$ cat src/rtl/data_mem_initiator.sv
// data_mem_initiator: MEM-stage initiator for a multi-cycle, word-addressed
// data memory. Converts byte addresses to word indices, runs a fixed-latency
// access, captures load data, and stalls the pipeline via freeze until the
// access has retired. Illegal requests are rejected with a memErr pulse and
// never reach the memory.
//
// Handshake: the pipeline presents a request by holding memRead or memWrite
// (the "valid") together with address/writeData. The request is accepted in
// the IDLE cycle in which it is seen. freeze is the inverse of "ready". It
// stays high from the accepting IDLE cycle through the last ACCESS cycle.
// The pipeline must hold its request stable while freeze is high. The
// pipeline advances on the DONE edge, where freeze is low. Any request
// visible in DONE belongs to the retiring instruction and is not accepted.
module data_mem_initiator #(
  parameter int BASE_ADDR      = 1024,
  parameter int ACCESS_LATENCY = 4,
  parameter int ADDR_W         = 16
) (
  input  logic              clk,
  input  logic              rst,
  input  logic              memRead,
  input  logic              memWrite,
  input  logic [31:0]       address,
  input  logic [31:0]       writeData,
  output logic [31:0]       readData,
  output logic              freeze,
  output logic              memErr,
  output logic              mem_rd,
  output logic              mem_wr,
  output logic [ADDR_W-1:0] mem_addr,
  output logic [31:0]       mem_wdata,
  input  logic [31:0]       mem_rdata,
  output logic [1:0]        state_dbg
);

  localparam int CNT_W = $clog2(ACCESS_LATENCY) + 1;
  localparam logic [CNT_W-1:0] CNT_INIT = CNT_W'(ACCESS_LATENCY - 1);

  typedef enum logic [1:0] {
    IDLE   = 2'd0,
    ACCESS = 2'd1,
    DONE   = 2'd2
  } state_t;

  state_t           state_q;
  state_t           state_d;
  logic [CNT_W-1:0] cnt;

  // Request decode and legality
  logic        req;
  logic [31:0] word_full;
  logic        misaligned;
  logic        below_base;
  logic        above_top;
  logic        both_ops;
  logic        illegal;
  logic        start;
  logic        reject;
  logic        last_cycle;

  // Byte offset from the base, turned into a full-width word index. Only the
  // low ADDR_W bits go to the memory. Any higher set bit means the word
  // lies past the top of the memory.
  assign req        = memRead | memWrite;
  assign word_full  = (address - 32'(BASE_ADDR)) >> 2;
  assign misaligned = (address[1:0] != 2'b00);
  assign below_base = (address < 32'(BASE_ADDR));
  assign above_top  = ((word_full >> ADDR_W) != 32'd0);
  assign both_ops   = memRead & memWrite;
  assign illegal    = misaligned | below_base | above_top | both_ops;
  assign last_cycle = (state_q == ACCESS) && (cnt == '0);

  assign state_dbg  = state_q;

  // Next-state, freeze and request-acceptance decode
  always_comb begin
    state_d = state_q;
    freeze  = 1'b0;
    start   = 1'b0;
    reject  = 1'b0;
    case (state_q)
      IDLE: begin
        if (req) begin
          if (illegal) begin
            reject = 1'b1;
          end else begin
            start   = 1'b1;
            freeze  = 1'b1;
            state_d = ACCESS;
          end
        end
      end
      ACCESS: begin
        freeze = 1'b1;
        if (cnt == '0) begin
          state_d = DONE;
        end
      end
      DONE: begin
        state_d = IDLE;
      end
      default: begin
        state_d = IDLE;
      end
    endcase
    // While reset is active the FSM is held in IDLE. A request may still be
    // on the inputs at that time, so the stall is forced off explicitly.
    if (rst) begin
      freeze = 1'b0;
    end
  end

  // State register
  always_ff @(posedge clk or posedge rst) begin
    if (rst) begin
      state_q <= IDLE;
    end else begin
      state_q <= state_d;
    end
  end

  // Error pulse: one cycle after a rejected IDLE request
  always_ff @(posedge clk or posedge rst) begin
    if (rst) begin
      memErr <= 1'b0;
    end else begin
      memErr <= reject;
    end
  end

  // Memory-side request registers: loaded on acceptance and held for the
  // whole access. Strobes drop on the last access edge. Reset abandons an
  // access in flight.
  always_ff @(posedge clk or posedge rst) begin
    if (rst) begin
      mem_rd    <= 1'b0;
      mem_wr    <= 1'b0;
      mem_addr  <= '0;
      mem_wdata <= '0;
    end else if (start) begin
      mem_rd    <= memRead;
      mem_wr    <= memWrite;
      mem_addr  <= word_full[ADDR_W-1:0];
      mem_wdata <= writeData;
    end else if (last_cycle) begin
      mem_rd    <= 1'b0;
      mem_wr    <= 1'b0;
    end
  end

  // Latency down-counter: reaches zero in the final ACCESS cycle
  always_ff @(posedge clk or posedge rst) begin
    if (rst) begin
      cnt <= '0;
    end else if (start) begin
      cnt <= CNT_INIT;
    end else if ((state_q == ACCESS) && (cnt != '0)) begin
      cnt <= cnt - 1'b1;
    end
  end

  // Load data capture: memory data is valid on the last access cycle. The
  // result is held until the next completed load.
  always_ff @(posedge clk or posedge rst) begin
    if (rst) begin
      readData <= '0;
    end else if (last_cycle && mem_rd) begin
      readData <= mem_rdata;
    end
  end

endmodule

$ cat config.mk
export PLATFORM = sky130hd
export DESIGN_NAME = data_mem_initiator
export DESIGN_NICKNAME = d
export VERILOG_FILES = /design/src/rtl/data_mem_initiator.sv
export SDC_FILE = /design/constraint.sdc
export NUM_CORES = 1
export LEC_CHECK = 0
export CORE_UTILIZATION = 38
export DETAILED_ROUTE_END_ITERATION = 16
export PLACE_DENSITY = 0.82
export RECOVER_POWER = 50
export SLEW_MARGIN = 20
export SYNTH_ARGS = -nofsm -noshare
export SYNTH_HDL_FRONTEND = slang
export SYNTH_SLANG_ARGS = --single-unit
$ cat constraint.sdc
create_clock -name clk -period 9 [get_ports clk]
set_clock_uncertainty 0.05 [all_clocks]
set_input_delay 1.35 -clock clk [delete_from_list [all_inputs] [get_ports clk]]
set_output_delay 1.35 -clock clk [all_outputs]
set_load 0.05 [all_outputs]
==> results.md <==
* Critical Path Sink: freeze
* Grt ovf at 0
* Multiplexer share of the synthesized area at between 20% and 30%
* HPWL Detailed at around 6800 um
* Layout cell share with drive strength beyond 1 at 22.2%
* #FFs+latches synth at 88
* Status: finished with violations
* Leading area contributor after synthesis: dfrtp_1
* FF-to-FF setup slack at just over 6 ns
* Post-CTS Setup Bufs at 0
* Fmax at 0.169 GHz
* Synth Area in Adders at less than 1%
* Critical Path Fanout Max at 5
* Vias/cell at 4.70
* Max clock buf depth at 2
* CP Launch Type: input pin
* Final GP Congestion at 0.835
* Tot GR Track Use at between 10% and 20%
* First-pass GRT wire length at around 14000 um
* Syn Nets at around 350
* Die area at 10400 um2
* DR iter-0 viols at between 90 and 100
* Worst r2r dst: readData[20]
* Most common cell on crit path: clkdlybuf4s50_1
* Leakage power of the design at 2.60 nW
* Via count at 2716
* RSZ-0062 raised after global routing: false
* Mean Syn Cell Area at 15.3 um2
* Largest net degree at the start of global routing at 55
* Avg WL per Cell at about 16 um
* Ranking of synthesized cells by area: dfrtp_1 58%, mux2_4 16%, mux2_2 11%
* Max incr delay on CP at roughly 0.81 ns
* Post-synthesis compound-gate area fraction at 2.92%
* Xor/xnor cell area share of the yosys netlist at around 1.6%
* Synth warnings at 0
* Ant diodes at 0
* Reg2reg start: cnt[0]
* Post-DRT Antenna Nets at 0
* Distinct cells, synth at 37
* CP max-delay cell: clkdlybuf4s50_1
* R2R cell count at 6
* Largest family of logic cells by synthesized area: multiplexers
* Pwr/cell area at around 130 nW/um2
* Top-area cell type share of the netlist area at 57.8%
* Max Cap Viol at 3
* DRT Pass-1 Iters at 4
* Setup TNS at 0 ns
* Mapped Cells at between 200 and 250
* I/O pin count at roughly 190
* Critical path, cell by cell: clkdlybuf4s50_1 -> inv_1 -> ha_1 -> or3b_1 -> nor4b_1 -> o21ai_1 -> a2111oi_4 -> o21a_1 -> clkdlybuf4s50_1
* Core Area at between 9000 and 10000 um2
* TritonCTS clock tree: done
* DRC Markers at 0
* Final wirelength at 9220 um
* Period utilization at around two thirds
* Fin crit period at 5.91 ns
* Post-CTS sizing at 0
* Total CTS buffers at 9
* CP endpoint kind: output pin
* Synth Area in Simple Gates at 6.04%
* Post-layout util at around 61%
* Vias in the first global route at 2866
* Setup crit start: address[10]
* Relative slew slack at -56.5%
* Area grow syn2layout at 56.9%
* Pins over their slew limit at around 120
* Hold buffers post-CTS at 0
* Row cnt at 36
* Initial antenna violation count at 0
* Hold Crit Class: flip-flop to flip-flop
* Root Buffer: clkbuf_8
* PortBufs at between 150 and 200
* Nets at around 540
* Die height at 102 um
* Initial Utilization at around 40%
* Worst-Skew Late Latency at approximately 0.34 ns
* Sink Count at 88
* H-tree depth at 3
* Synthesized cell area at 3810 um2
* Worst EP required at 7.60 ns
* Clock Pin Slew Worst Setup and Hold Paths at ~0.09 ns
* WP data arrival at 4.51 ns
* Final setup vio count at 0
* Max IR drop VDD at between 0.07 and 0.08 mV
* Failing checks: max-capacitance violations, max-slew violations
* Final hold vios at 0
* Die width at 102 um
* Post-synthesis sequential area ratio at 57.8%
* Actual slew at the worst max-slew pin at between 2 and 2.5 ns
* Critical path type: input pin to output pin
sequential cells by signal, summed over array words and instances, names as in the netlist:
signal,flops
mem_rd,1
mem_wdata,32
state_dbg,2
cnt,3
mem_addr,16
readData,32
memErr,1
mem_wr,1
layer usage:
metal / wire length, um / vias up / GRT usage (%) / share of wire (%)
met5: 0 / - / 0 / 0
met4: 51 / 0 / 4.40 / 0.55
met3: 657 / 4 / 4.24 / 7.1
met2: 4800 / 108 / 32.2 / 52
met1: 3710 / 1344 / 21.4 / 40
li1: - / 1260 / - / -
metrics by stage:
step / cell area [um2] / setup slack [ns] / power, mW / cells / hold slack (ns)
after floorplan: 3810 / 3.87 / 0.460 / 249 / 0.392
after global placement: 5780 / 3.23 / 0.526 / 562 / 0.420
after detailed placement: 5780 / 3.10 / 0.529 / 562 / 0.433
after CTS: 5980 / 3.09 / 0.806 / 578 / 0.454
after global routing: 5980 / 2.97 / 0.830 / 578 / 0.466
final: 5980 / 3.09 / 0.794 / 578 / 0.443
synth_stat cells, drive strengths merged:
master	count
dfrtp	88
mux2	81
buf	8
nand2	8
nor2	8
inv	7
nor4	5
o21ai	4
xor2	4
a21oi	3
ha	3
nand2b	3
nor3	3
nor3b	3
xnor2	3
nor2b	2
a2111oi	1
a211o	1
a211oi	1
a2bb2oi	1
and2	1
and3	1
and3b	1
and4	1
mux2i	1
nor4b	1
o21a	1
o311ai	1
o31ai	1
or2	1
or3b	1
or4	1
where the power goes:
part / total (mW) / internal, mW / switching [mW]
Clock: 0.276 / 0.131 / 0.145
Combinational: 0.113 / 0.0586 / 0.0540
Sequential: 0.406 / 0.403 / 0.00366
worst max-delay path, delay by kind of cell:
family	cells	cell delay [ns]
compound gates	3	0.77
fa+ha+maj	1	0.24
buf+inv	3	1.43
simple gates	2	0.71
area by class of cell:
| cell class | instances | area (um2) |
|---|---|---|
| clock inverters | 7 | 77.6 |
| clock buffers | 9 | 124 |
| multi-input cells | 146 | 1510 |
| flip-flops and latches | 88 | 2200 |
| inverters | 7 | 27.5 |
| repair buffers | 188 | 1870 |
| well taps | 133 | 166 |
| fillers | 792 | 3750 |
worst min path at each step:
stage | startpoint | end | cells past startpoint | slack (ns)
after CTS | mem_addr[10] | mem_addr[10] | 1 | 0.45
after floorplan | cnt[2] | state_dbg[1] | 1 | 0.39
after detailed placement | mem_addr[8] | mem_addr[8] | 1 | 0.43
final | mem_addr[10] | mem_addr[10] | 1 | 0.44
after global placement | mem_addr[7] | mem_addr[7] | 1 | 0.42
after global routing | mem_addr[10] | mem_addr[10] | 1 | 0.47
layout by cell type (no fill, tap or decap), drive strengths merged:
master / n
nor4b: 1
or2: 1
or3b: 1
dfrtp: 88
xor2: 4
and3: 1
clkdlybuf4s50: 174
ha: 3
a21oi: 3
clkbuf: 11
dlygate4sd3: 11
nor4: 5
clkinv: 1
or4: 1
mux2: 81
nor3b: 3
o311ai: 1
nor2b: 2
and4: 1
clkinvlp: 4
nor2: 8
nor3: 3
o21a: 1
bufinv: 1
buf: 1
nand2: 8
o31ai: 1
nand2b: 3
a211oi: 1
xnor2: 3
o21ai: 4
inv: 8
a2111oi: 1
a2bb2oi: 1
and3b: 1
and2: 1
mux2i: 1
a211o: 1
kinds of logic (layout without fill, tap and decap cells):
family | after synthesis | after routing
compound gates | 14 | 14
buf+inv | 15 | 211
fa+ha+maj | 3 | 3
xor+xnor | 7 | 7
simple gates | 40 | 40
flops | 88 | 88
mux | 82 | 82
Note: power is estimated with default switching activity, not from simulation.
